### config.mk
export PLATFORM = sky130hd
export DESIGN_NAME = latch_q_sync_filter
export DESIGN_NICKNAME = d
export VERILOG_FILES = /design/src/rtl/latch_q_sync_filter.sv
export SDC_FILE = /design/constraint.sdc
export NUM_CORES = 1
export LEC_CHECK = 0
export CAP_MARGIN = 20
export CELL_PAD_IN_SITES_DETAIL_PLACEMENT = 1
export CELL_PAD_IN_SITES_GLOBAL_PLACEMENT = 1
export CORE_MARGIN = 3
export CORE_UTILIZATION = 36
export CTS_CLUSTER_SIZE = 28
export DETAILED_ROUTE_END_ITERATION = 8
export GPL_TIMING_DRIVEN = 0
export PLACE_DENSITY_LB_ADDON = 0.3
export SLEW_MARGIN = 5
export SYNTH_ARGS = -nofsm -noshare
export SYNTH_HDL_FRONTEND = slang
export SYNTH_SLANG_ARGS = --single-unit
### constraint.sdc
create_clock -name clk -period 1.61 [get_ports clk]
set_input_delay 0.322 -clock clk [delete_from_list [all_inputs] [get_ports clk]]
set_output_delay 0.322 -clock clk [all_outputs]
set_load 0.01 [all_outputs]
### src/rtl/latch_q_sync_filter.sv
// Synchronizes an asynchronous latch output into clk, debounces it with a
// stability filter, and reports filtered edges as pulses plus a saturating count.
module latch_q_sync_filter #(
    parameter int SYNC_STAGES = 2,
    parameter int FILT_CYCLES = 4,
    parameter int CNT_W       = 8
) (
    input  logic             clk,
    input  logic             rst,
    input  logic             q_in,
    input  logic             en,
    input  logic             clr_cnt,
    output logic             q_sync,
    output logic             q_filt,
    output logic             rise,
    output logic             fall,
    output logic [CNT_W-1:0] toggle_cnt,
    output logic             cnt_sat
);

    localparam int FCW = $clog2(FILT_CYCLES + 1);
    localparam logic [FCW-1:0] FCNT_LAST = FCW'(FILT_CYCLES - 1);

    typedef enum logic [1:0] {
        S_LOW       = 2'd0,
        S_RISE_PEND = 2'd1,
        S_HIGH      = 2'd2,
        S_FALL_PEND = 2'd3
    } state_t;

    logic [SYNC_STAGES-1:0] sync_q;
    logic                   sync_in;
    state_t                 state, state_d;
    logic [FCW-1:0]         fcnt, fcnt_d;
    logic                   rise_d, fall_d;

    // The filter taps the chain directly; q_sync is a registered view of the
    // chain output so it does not add a cycle to the filter's latency.
    assign sync_in = sync_q[SYNC_STAGES-1];

    always_ff @(posedge clk) begin
        if (rst) begin
            sync_q <= '0;
            q_sync <= 1'b0;
        end else begin
            sync_q <= {sync_q[SYNC_STAGES-2:0], q_in};
            q_sync <= sync_in;
        end
    end

    always_ff @(posedge clk) begin
        if (rst) begin
            state  <= S_LOW;
            fcnt   <= '0;
            q_filt <= 1'b0;
            rise   <= 1'b0;
            fall   <= 1'b0;
        end else begin
            state  <= state_d;
            fcnt   <= fcnt_d;
            q_filt <= (state_d == S_HIGH) || (state_d == S_FALL_PEND);
            rise   <= rise_d;
            fall   <= fall_d;
        end
    end

    always_comb begin
        state_d = state;
        fcnt_d  = fcnt;
        rise_d  = 1'b0;
        fall_d  = 1'b0;
        if (!en) begin
            // Disabled: abandon any pending transition, keep the filtered level.
            fcnt_d = '0;
            if (state == S_RISE_PEND) state_d = S_LOW;
            if (state == S_FALL_PEND) state_d = S_HIGH;
        end else begin
            case (state)
                S_LOW: begin
                    if (sync_in) begin
                        state_d = S_RISE_PEND;
                        fcnt_d  = FCW'(1);
                    end
                end
                S_RISE_PEND: begin
                    if (!sync_in) begin
                        state_d = S_LOW;
                        fcnt_d  = '0;
                    end else if (fcnt == FCNT_LAST) begin
                        state_d = S_HIGH;
                        fcnt_d  = '0;
                        rise_d  = 1'b1;
                    end else begin
                        fcnt_d = fcnt + FCW'(1);
                    end
                end
                S_HIGH: begin
                    if (!sync_in) begin
                        state_d = S_FALL_PEND;
                        fcnt_d  = FCW'(1);
                    end
                end
                S_FALL_PEND: begin
                    if (sync_in) begin
                        state_d = S_HIGH;
                        fcnt_d  = '0;
                    end else if (fcnt == FCNT_LAST) begin
                        state_d = S_LOW;
                        fcnt_d  = '0;
                        fall_d  = 1'b1;
                    end else begin
                        fcnt_d = fcnt + FCW'(1);
                    end
                end
                default: begin
                    state_d = S_LOW;
                    fcnt_d  = '0;
                end
            endcase
        end
    end

    assign cnt_sat = &toggle_cnt;

    // Clear takes priority over a coincident pulse.
    always_ff @(posedge clk) begin
        if (rst || clr_cnt) begin
            toggle_cnt <= '0;
        end else if ((rise || fall) && !cnt_sat) begin
            toggle_cnt <= toggle_cnt + CNT_W'(1);
        end
    end

endmodule

==> impl_metrics.prom, run 1 <==
# TYPE chip_impl_metric gauge
chip_impl_metric{name="floorplan.rows",unit=""} 16
chip_impl_metric{name="grt_pass1_vias",unit=""} 709
chip_impl_metric{name="antenna-diode-count",unit=""} 0
chip_impl_metric{name="grt_util_all_layers",unit="%"} 14.8
chip_impl_metric{name="synth.cell_area",unit="µm²"} 813
chip_impl_metric{name="cellPowerDensity",unit="nW/µm²"} 671
chip_impl_metric{name="pre_cts_slack",unit="ns"} -0.273
chip_impl_metric{name="fmax",unit="GHz"} 0.643
chip_impl_metric{name="synth_cell_type_count",unit=""} 29
chip_impl_metric{name="post-synth-top-area-fraction",unit="%"} 46.8
chip_impl_metric{name="max_slew_margin",unit="%"} 75.0
chip_impl_metric{name="clk_latency",unit="ns"} 0.30
chip_impl_info{name="dominantRegCellSynth",value="dfxtp_1"} 1
chip_impl_metric{name="chipWidth",unit="µm"} 53.5
chip_impl_metric{name="place_congestion",unit=""} 0.750
chip_impl_metric{name="number_of_maximum_capacitance_constraint_violations",unit=""} 0
chip_impl_metric{name="synth_enable_flop_cells",unit=""} 0
chip_impl_metric{name="finalWorstSetupSlack",unit="ns"} 0.0553
chip_impl_metric{name="totalWireLength",unit="mm"} 1.83
chip_impl_info{name="start_kind",value="register"} 1
chip_impl_info{name="worst_hold_path_type",value="register to register"} 1
chip_impl_metric{name="yosys_register_bits",unit=""} 19
chip_impl_metric{name="cp_buf_inv_count",unit=""} 1
chip_impl_metric{name="drtPass1Iterations",unit=""} 4
chip_impl_metric{name="data_arrival_time_at_the_worst_slack_endpoint",unit="ns"} 1.23
chip_impl_metric{name="initial_standard_cell_utilization_of_the_core",unit="%"} 39.8
chip_impl_metric{name="worst_slew_pin_slew",unit="ns"} 0.373
chip_impl_metric{name="drv_slew",unit=""} 0
chip_impl_metric{name="pin_count",unit=""} 18
chip_impl_metric{name="dp_hpwl",unit="mm"} 1.36
chip_impl_metric{name="core_area",unit="µm²"} 2040
chip_impl_metric{name="layout-drive-gt1-share",unit="%"} 20.4
chip_impl_metric{name="holdBufCountCts",unit=""} 0
chip_impl_info{name="crit_path_cell_trace",value="clkdlybuf4s50_1"} 1
chip_impl_metric{name="vdd.ir_drop.worst",unit="µV"} 539
chip_impl_metric{name="seq_area_frac_synth",unit="%"} 46.8
chip_impl_metric{name="die-area",unit="µm²"} 2870
chip_impl_metric{name="finalSetupViolations",unit=""} 0
chip_impl_metric{name="synthArstFlopShare",unit="%"} 0
chip_impl_metric{name="post_drt_wl_per_cell",unit="µm"} 14.0
chip_impl_info{name="worstSetupEndpointType",value="output port"} 1
chip_impl_info{name="critical_path.top_delay_family",value="buffers and inverters"} 1
chip_impl_metric{name="timing.hold.ws",unit="ns"} 0.461
chip_impl_metric{name="vias",unit=""} 680
chip_impl_info{name="status",value="finished, final reports clean"} 1
chip_impl_info{name="root_buffer_cell",value="clkbuf_4"} 1
chip_impl_metric{name="global_route.overflow_total",unit=""} 0
chip_impl_info{name="tritoncts_clock_tree",value="built"} 1
chip_impl_metric{name="fp.dieH",unit="µm"} 53.5
chip_impl_metric{name="io_port_bufs",unit=""} 17
chip_impl_metric{name="fin_crit",unit="ns"} 1.55
chip_impl_metric{name="leakagePower",unit="µW"} 0.000506
chip_impl_metric{name="period_share",unit="%"} 96.6
chip_impl_metric{name="area.growth.synth_to_final",unit="%"} 35.5
chip_impl_info{name="timing_worst_setup_path_type",value="register to output port"} 1
chip_impl_metric{name="cts.htree.levels",unit=""} 1
chip_impl_metric{name="postSynthCellCount",unit=""} 81
chip_impl_metric{name="drt_first_iter_violations",unit=""} 1
chip_impl_metric{name="clkSlewWorstSetupHoldPaths",unit="ns"} 0.11
chip_impl_metric{name="max-clock-path-buffers",unit=""} 2
chip_impl_metric{name="fin_skew",unit="ns"} 0.00192
chip_impl_metric{name="cpPeakStageDelay",unit="ns"} 0.54
chip_impl_metric{name="synth.yosys.warnings",unit=""} 0
chip_impl_info{name="grt_setup_unrepaired",value="false"} 1
chip_impl_metric{name="antenna_left",unit=""} 0
chip_impl_info{name="netlist_top_cells_area",value="dfxtp_1, nor2_1, nor2b_1, ha_1, nand2_1"} 1
chip_impl_metric{name="post_synth.cell_area_avg",unit="µm²"} 10.0
chip_impl_metric{name="grt_antenna_before_repair",unit=""} 0
chip_impl_metric{name="mapped_nets",unit=""} 88
chip_impl_metric{name="pin_count_of_the_biggest_net_entering_global_routing",unit=""} 12
chip_impl_info{name="area_leader_netlist",value="dfxtp_1"} 1
chip_impl_metric{name="route.detailed.drc",unit=""} 0
chip_impl_metric{name="viasPerCell",unit=""} 5.23
chip_impl_metric{name="grt_pass1_wl",unit="mm"} 3.08
chip_impl_metric{name="cts_buffers",unit=""} 3
chip_impl_info{name="crit_path_top_delay_cell",value="clkdlybuf4s50_1"} 1
chip_impl_metric{name="critPathRequiredTime",unit="ns"} 1.29
chip_impl_metric{name="timing_hold_violations_final",unit=""} 0
chip_impl_metric{name="critPathMaxFanout",unit=""} 5
chip_impl_metric{name="cts.sinks",unit=""} 19
chip_impl_metric{name="final_net_count",unit=""} 111
## power by group
group,switching [µW],internal (µW),total (µW)
combinational,13.5,15.4,28.9
clock,151,92.5,243
sequential,2.67,465,468
## final cells by class
class | instances | area [µm²]
fill | 240 | 940
multi-input combinational | 60 | 440
sequential | 19 | 405
timing repair buffer | 18 | 188
tap | 27 | 33.8
clock buffer | 3 | 22.5
inverter | 2 | 7.51
clock inverter | 1 | 5.00
## metrics by stage
stage                     area (µm²)  std cells  util (%)  setup TNS (ns)  power, µW
after global placement          1020        125      49.8          -0.189        516
after CTS                       1070        129      52.6               0        758
after global routing            1100        130      54.0               0        778
final                           1100        130      54.0               0        740
after detailed placement        1020        125      49.8          -0.273        516
after floorplan                  813         81         -               0        499
## routing by layer
metal	global-route usage, %	vias up	share of wire (%)	wire (µm)
met1	16.4	322	43	777
met5	0	-	0	0
met4	5.96	0	0.71	13
met2	25.9	16	52	948
li1	-	340	-	-
met3	4.99	2	4.8	87
## timing repair
item	in CTS	in global routing
setup buffers	0	1
pin swaps	0	0
setup endpoints to repair	10	11
gates cloned	0	0
resized for setup	19	9
endpoints found under the hold margin	0	0
## layout by cell type, fill, tap and decap left out, drive strengths merged
master	count
o21a	3
dlymetal6s2s	6
o211a	1
a21boi	1
dfxtp	19
clkinv	1
nand3	5
nand2b	1
nor3b	2
inv	2
nand3b	1
clkbuf	3
o2111ai	1
o21ai	3
xnor2	2
and3b	1
nand4	1
ha	2
xor2	2
nor4	2
clkdlybuf4s50	10
o22ai	1
and3	1
o31a	2
nand2	6
o211ai	2
nor2b	5
buf	2
or2	1
o2111a	2
nor2	9
a211oi	1
a21oi	2
## flip-flops by register name (all words and copies together) (netlist names)
| register | flops |
|---|---|
| fall | 1 |
| fcnt | 3 |
| q_filt | 1 |
| q_sync | 1 |
| rise | 1 |
| state | 2 |
| sync_q | 2 |
| toggle_cnt | 8 |
## synthesized netlist by cell type (all sizes together) (2+ instances only)
library cell  count
dfxtp            19
nor2              9
nand2             6
nand3             5
nor2b             5
o21a              3
o21ai             3
a21oi             2
ha                2
inv               2
nor3b             2
nor4              2
o2111a            2
o211ai            2
o31a              2
xnor2             2
xor2              2
## final timing paths
kind                      start            end  slack, ns  depth (start not counted)
hold reg to reg       sync_q[0]      sync_q[1]       0.46                          1
setup / recovery  toggle_cnt[0]  toggle_cnt[0]       0.06                          1
hold / removal        sync_q[0]      sync_q[1]       0.46                          1
setup reg to reg  toggle_cnt[0]  toggle_cnt[6]       0.23                          5
## cell families (layout without fill, tap and decap cells)
family / count (synthesis) / count (layout) / synth area share [%]
AOI/OAI and AO/OA: 19 / 19 / 19.2
xor gates and xnor gates: 4 / 4 / 4.31
adders and majority gates: 2 / 2 / 3.08
buffers and inverters: 2 / 24 / 0.923
DFF: 19 / 19 / 46.8
and+or+nand+nor: 35 / 35 / 25.7
(Power assumes the default switching activity.)
==> run 2, diff against run 1 <==
Settings changed: CELL_PAD_IN_SITES_DETAIL_PLACEMENT 1 to 0.
==> impl_metrics.prom, run 2 (synthesized netlist as in run 1, its figures left out) <==
# TYPE chip_impl_metric gauge
chip_impl_info{name="status",value="finished, final reports clean"} 1
chip_impl_metric{name="critPathMaxFanout",unit=""} 4
chip_impl_metric{name="timing.hold.ws",unit="ns"} 0.451
chip_impl_info{name="crit_path_top_delay_cell",value="clkdlybuf4s50_1"} 1
chip_impl_metric{name="fmax",unit="GHz"} 0.642
chip_impl_metric{name="cellPowerDensity",unit="nW/µm²"} 669
chip_impl_metric{name="pre_cts_slack",unit="ns"} -0.194
chip_impl_metric{name="largest_register_ffs",unit=""} 8
chip_impl_metric{name="max_slew_margin",unit="%"} 76.2
chip_impl_metric{name="clkSlewWorstSetupHoldPaths",unit="ns"} 0.11
chip_impl_metric{name="regToRegSetupSlack",unit="ns"} 0.26
chip_impl_info{name="largest-register",value="toggle_cnt"} 1
chip_impl_info{name="root_buffer_cell",value="clkbuf_4"} 1
chip_impl_info{name="hold_path.startpoint",value="sync_q[0]"} 1
chip_impl_metric{name="cts_buffers",unit=""} 3
chip_impl_metric{name="grt_antenna_before_repair",unit=""} 0
chip_impl_metric{name="grt_pass1_vias",unit=""} 602
chip_impl_metric{name="dp_hpwl",unit="mm"} 1.11
chip_impl_metric{name="vdd.ir_drop.worst",unit="µV"} 568
chip_impl_metric{name="met2_wire_length",unit="µm"} 689
chip_impl_metric{name="route.layer.met1.wl",unit="µm"} 676
chip_impl_info{name="worstReg2RegEnd",value="toggle_cnt[5]"} 1
chip_impl_metric{name="data_arrival_time_at_the_worst_slack_endpoint",unit="ns"} 1.24
chip_impl_info{name="timing_worst_setup_path_type",value="register to output port"} 1
chip_impl_metric{name="core_area",unit="µm²"} 2040
chip_impl_metric{name="drv_slew",unit=""} 0
chip_impl_metric{name="crit_cells",unit=""} 1
chip_impl_metric{name="finalSetupViolations",unit=""} 0
chip_impl_metric{name="antenna_left",unit=""} 0
chip_impl_metric{name="cp_buf_inv_count",unit=""} 1
chip_impl_metric{name="period_share",unit="%"} 96.7
chip_impl_metric{name="route.detailed.drc",unit=""} 0
chip_impl_metric{name="fin_skew",unit="ns"} 0.00191
chip_impl_metric{name="power",unit="µW"} 731
chip_impl_info{name="layout_top_registers",value="toggle_cnt (8), fcnt (3)"} 1
chip_impl_metric{name="worst_slew_pin_slew",unit="ns"} 0.356
chip_impl_info{name="layout.cells.most_common",value="clkdlybuf4s50_1"} 1
chip_impl_info{name="tritoncts_clock_tree",value="built"} 1
chip_impl_metric{name="die-area",unit="µm²"} 2870
chip_impl_metric{name="reg2reg_depth",unit=""} 5
chip_impl_metric{name="drtPass1Iterations",unit=""} 2
chip_impl_metric{name="chipWidth",unit="µm"} 53.5
chip_impl_metric{name="placement.cell_area",unit="µm²"} 1020
chip_impl_metric{name="viasPerCell",unit=""} 5.16
chip_impl_metric{name="worstHoldPathCells",unit=""} 1
chip_impl_metric{name="cts.sinks",unit=""} 19
chip_impl_metric{name="antenna-diode-count",unit=""} 0
chip_impl_info{name="grt_setup_unrepaired",value="false"} 1
chip_impl_metric{name="finalWorstSetupSlack",unit="ns"} 0.0527
chip_impl_metric{name="totalWireLength",unit="mm"} 1.47
chip_impl_metric{name="fin_area",unit="µm²"} 1090
chip_impl_info{name="route.top_layer_used",value="met4"} 1
chip_impl_metric{name="leakagePower",unit="µW"} 0.000463
chip_impl_metric{name="io_port_bufs",unit=""} 17
chip_impl_metric{name="final_net_count",unit=""} 110
chip_impl_metric{name="place_congestion",unit=""} 0.750
chip_impl_metric{name="floorplan.rows",unit=""} 16
chip_impl_metric{name="timing_hold_violations_final",unit=""} 0
chip_impl_metric{name="max-clock-path-buffers",unit=""} 2
chip_impl_info{name="final_cell_mix",value="clkdlybuf4s50_1, dfxtp_1, nor2_1"} 1
chip_impl_metric{name="post_drt_wl_per_cell",unit="µm"} 11.4
chip_impl_info{name="critical_path.top_delay_family",value="buffers and inverters"} 1
chip_impl_metric{name="pin_count_of_the_biggest_net_entering_global_routing",unit=""} 12
chip_impl_metric{name="initial_standard_cell_utilization_of_the_core",unit="%"} 39.8
chip_impl_metric{name="clk_latency",unit="ns"} 0.29
chip_impl_metric{name="area.growth.synth_to_final",unit="%"} 34.3
chip_impl_metric{name="number_of_maximum_capacitance_constraint_violations",unit=""} 0
chip_impl_info{name="worstSetupEndpointType",value="output port"} 1
chip_impl_metric{name="fin_crit",unit="ns"} 1.56
chip_impl_metric{name="critPathRequiredTime",unit="ns"} 1.29
chip_impl_metric{name="vias",unit=""} 666
chip_impl_info{name="crit_path_cell_trace",value="clkdlybuf4s50_1"} 1
chip_impl_metric{name="cts.htree.levels",unit=""} 1
chip_impl_info{name="worst_hold_path_type",value="register to register"} 1
chip_impl_info{name="crit-reg2reg-launch",value="toggle_cnt[0]"} 1
chip_impl_metric{name="fp.dieH",unit="µm"} 53.5
chip_impl_metric{name="pin_count",unit=""} 18
chip_impl_metric{name="grt_pass1_wl",unit="mm"} 2.58
chip_impl_metric{name="cpPeakStageDelay",unit="ns"} 0.55
chip_impl_info{name="start_kind",value="register"} 1
chip_impl_info{name="end_point_of_the_most_critical_hold_path",value="sync_q[1]"} 1
chip_impl_metric{name="holdBufCountCts",unit=""} 0
chip_impl_metric{name="global_route.overflow_total",unit=""} 0
chip_impl_metric{name="drt_first_iter_violations",unit=""} 3
chip_impl_metric{name="layout-drive-gt1-share",unit="%"} 19.6
chip_impl_metric{name="met3_length",unit="µm"} 96
chip_impl_metric{name="grt_util_all_layers",unit="%"} 12.1
run 2: changes by cell type in the layout (fill, tap and decap cells not counted), sizes merged:
cell,delta
clkdlybuf4s50,+2
buf,-1
dlymetal6s2s,-2
run 2: what timing repair did:
action                     CTS  global route
resized for setup           19             8
setup endpoints to repair   10             8
setup buffers                0             0
gates cloned                 0             0
pin swaps                    1             0
run 2: worst max-delay path by stage:
stage | from | to
2_1_floorplan | toggle_cnt[0] | toggle_cnt[5]
3_3_place_gp | toggle_cnt[0] | cnt_sat
3_5_place_dp | toggle_cnt[1] | cnt_sat
4_1_cts | toggle_cnt[7] | toggle_cnt[7]
5_1_grt | fall | fall
6_report | fall | fall
run 2: area by class of cell:
type	instances	area (µm²)
clock buffer	3	22.5
clock inverter	1	5.00
fill	209	950
inverter	2	7.51
multi-input combinational	60	440
sequential	19	408
tap	27	33.8
timing repair buffer	17	175
run 2: metal layers:
| layer | up-vias | global-route usage, % |
|---|---|---|
| met5 | - | 0 |
| met4 | 0 | 1.28 |
| met3 | 2 | 4.99 |
| met2 | 15 | 20.4 |
| met1 | 308 | 14.9 |
| li1 | 341 | - |
run 2: per-stage QoR:
step	instances	setup TNS, ns	utilization [%]
after floorplan	81	0	-
final	129	0	53.5
after CTS	129	0	52.6
after detailed placement	125	-0.194	49.8
after global routing	129	0	53.5
after global placement	125	-0.189	49.8
run 2: power breakdown:
| group | internal (µW) | switching [µW] |
|---|---|---|
| logic | 15.4 | 13.0 |
| registers | 463 | 2.60 |
| clock network | 92.5 | 144 |
==> run 3, diff against run 2 <==
Settings changed: MAX_ROUTING_LAYER set to met4.
==> results of run 3 <==
Final layout, timing and power as in run 2 (identical DEF).
Main changes from that run: final weighted congestion in routability-driven placement 0.750 -> 0.759; overall routing resource usage 12.1% -> 12.5%
==> RTL edit (config.mk and constraints of run 2) <==
The 4 states of `state_t` get a Gray code encoding in 2 bits.
--- a/src/rtl/latch_q_sync_filter.sv
+++ b/src/rtl/latch_q_sync_filter.sv
@@ -23,8 +23,8 @@
 
     typedef enum logic [1:0] {
-        S_LOW       = 2'd0,
-        S_RISE_PEND = 2'd1,
-        S_HIGH      = 2'd2,
-        S_FALL_PEND = 2'd3
+        S_LOW       = 2'b00,
+        S_RISE_PEND = 2'b01,
+        S_HIGH      = 2'b11,
+        S_FALL_PEND = 2'b10
     } state_t;
 
Formal check against the unedited RTL: no difference found for any inputs over 10 cycles, from zero or initial values and one cycle with rst high; not proved beyond that.
==> RTL edit against run 2 <==
Area after synthesis grew 18%. Maximum frequency decreased by 1.4%. Register-to-register slack got worse by 0.20 ns. Global-route usage grew 0.65 points. Wire length grew 39%. Cell area grew 17%. Count of clock-buffer cells in the layout did not move. Setup slack got worse by 0.022 ns. Sequential cell count unchanged. First-iteration DRC count grew to 5.0 times the old value. Synthesized cell count grew 32%. Hold slack improved by 0.0056 ns. Critical path type unchanged.
Power is not compared: it rests on default switching activity, and its combinational part moved more than twofold at a synthesized area within 25%.
==> RTL edit: results <==
metrics = {
    "run_status": {
        "outcome": "finished, final reports clean",
    },
    "drt": {
        "first_iter_violations": 15,
        "drtPass1Iterations": 4,
        "wl_per_cell_um": 12.74,
        "via_per_inst": 5.281,
    },
    "layout": {
        "reg.largest.list": "toggle_cnt: 8 flops, fcnt: 3 flops",
        "fillers": 252,
        "drive_gt1_share_pct": 20.77,
        "nets": 143,
    },
    "critical_path": {
        "critPathSlowestCell": "dfxtp_2",
        "crit_family": "flip-flops",
        "arrival_ns": 1.26,
        "slowest_delay_ns": 0.38,
    },
    "global_routing": {
        "grt_pass1_vias": 754,
        "grt_usage_pct": 12.77,
        "grt_pass1_wl_mm": 3.270,
        "grt_max_degree": 12,
    },
    "synth": {
        "synth_common_cells": "19 x dfxtp_1, 12 x nor2_1, 7 x ha_1, 7 x o21ai_0",
        "synth_cell_type_count": 36,
        "synth_area_leaders": "dfxtp_1 40%, ha_1 9.2%, nor2_1 4.7%",
        "ys_seq_area_share_pct": 39.74,
        "synthesis.nets": 119,
    },
    "placed_design": {
        "dpl.hpwl_mm": 1.428,
        "placed_cell_area_mm2": 0.001165,
        "gp_congestion": 0.7859,
    },
    "pwr": {
        "power.leakage_nw": 0.5275,
    },
    "sta": {
        "slew_headroom_pct": 77.70,
        "clock_skew_ns": 0.006098,
    },
    "clock_tree": {
        "cts.path.max_buffers": 2,
    },
    "floorplanning": {
        "die_w_um": 57.57,
    },
}
[RTL edit: cell count changes after synthesis, sizes merged, moves of 3 or more]
cell and delta:
a211oi +4, ha +5, nor2 +3, nor3 +6, o21ai +5
[RTL edit: through the flow]
| stage | setup slack, ns | utilization, % | hold slack [ns] | TNS (ns) | instances |
|---|---|---|---|---|---|
| 2_1_floorplan | 0.1763 | - | 0.3936 | 0 | 107 |
| 3_3_place_gp | -0.2014 | 46.60 | 0.4217 | -0.4023 | 154 |
| 3_5_place_dp | -0.1907 | 46.60 | 0.4245 | -0.5000 | 154 |
| 4_1_cts | -0.06446 | 49.00 | 0.4591 | -0.06446 | 160 |
| 5_1_grt | -0.04529 | 51.25 | 0.4909 | -0.04529 | 160 |
| 6_report | 0.03024 | 51.25 | 0.4570 | 0 | 160 |
[RTL edit: area by class of cell]
type | count | share of cell area [%]
Inverter | 4 | 1.172
Clock buffer | 3 | 1.758
Sequential cell | 19 | 31.74
Multi-Input combinational cell | 82 | 46.19
Tap cell | 30 | 2.930
Timing Repair Buffer | 19 | 14.94
Clock inverter | 1 | 0.3906
Buffer | 2 | 0.8789
[RTL edit: report_power, final]
part | leakage [nW] | internal [mW] | switching [mW]
logic | 0.349 | 0.0529 | 0.0547
registers | 0.161 | 0.473 | 0.0107
clock network | 0.0177 | 0.0925 | 0.153
[RTL edit: repair_timing]
action                     4_1_cts  5_1_grt
pin swaps                        0        0
setup buffers                    2        0
setup endpoints to repair        9       11
gates resized for setup         16       16
[RTL edit: cells by family after synthesis]
logic type,share of synthesized area [%]
AO/OA/AOI/OAI,22.75
buffers and inverters,2.482
adder cells (fa/ha/maj),9.150
XOR/XNOR,2.746
AND/OR/NAND/NOR,22.09
flip-flops,39.74
multiplexers,1.046
[RTL edit: metal layers]
| layer | GRT usage [%] | up-vias | part of all wire, % |
|---|---|---|---|
| met2 | 20.81 | 14 | 50 |
| met5 | 0 | - | 0 |
| met1 | 15.56 | 387 | 45 |
| li1 | - | 442 | - |
| met4 | 4.967 | 0 | 0.69 |
| met3 | 4.072 | 2 | 4.1 |
[RTL edit: worst paths after layout]
path / from / end / cells past startpoint / slack, ns
min: sync_q[0] / sync_q[1] / 1 / 0.46
min reg2reg: sync_q[0] / sync_q[1] / 1 / 0.46
max reg2reg: state[0] / state[1] / 6 / 0.06
max: toggle_cnt[1] / cnt_sat / 4 / 0.03
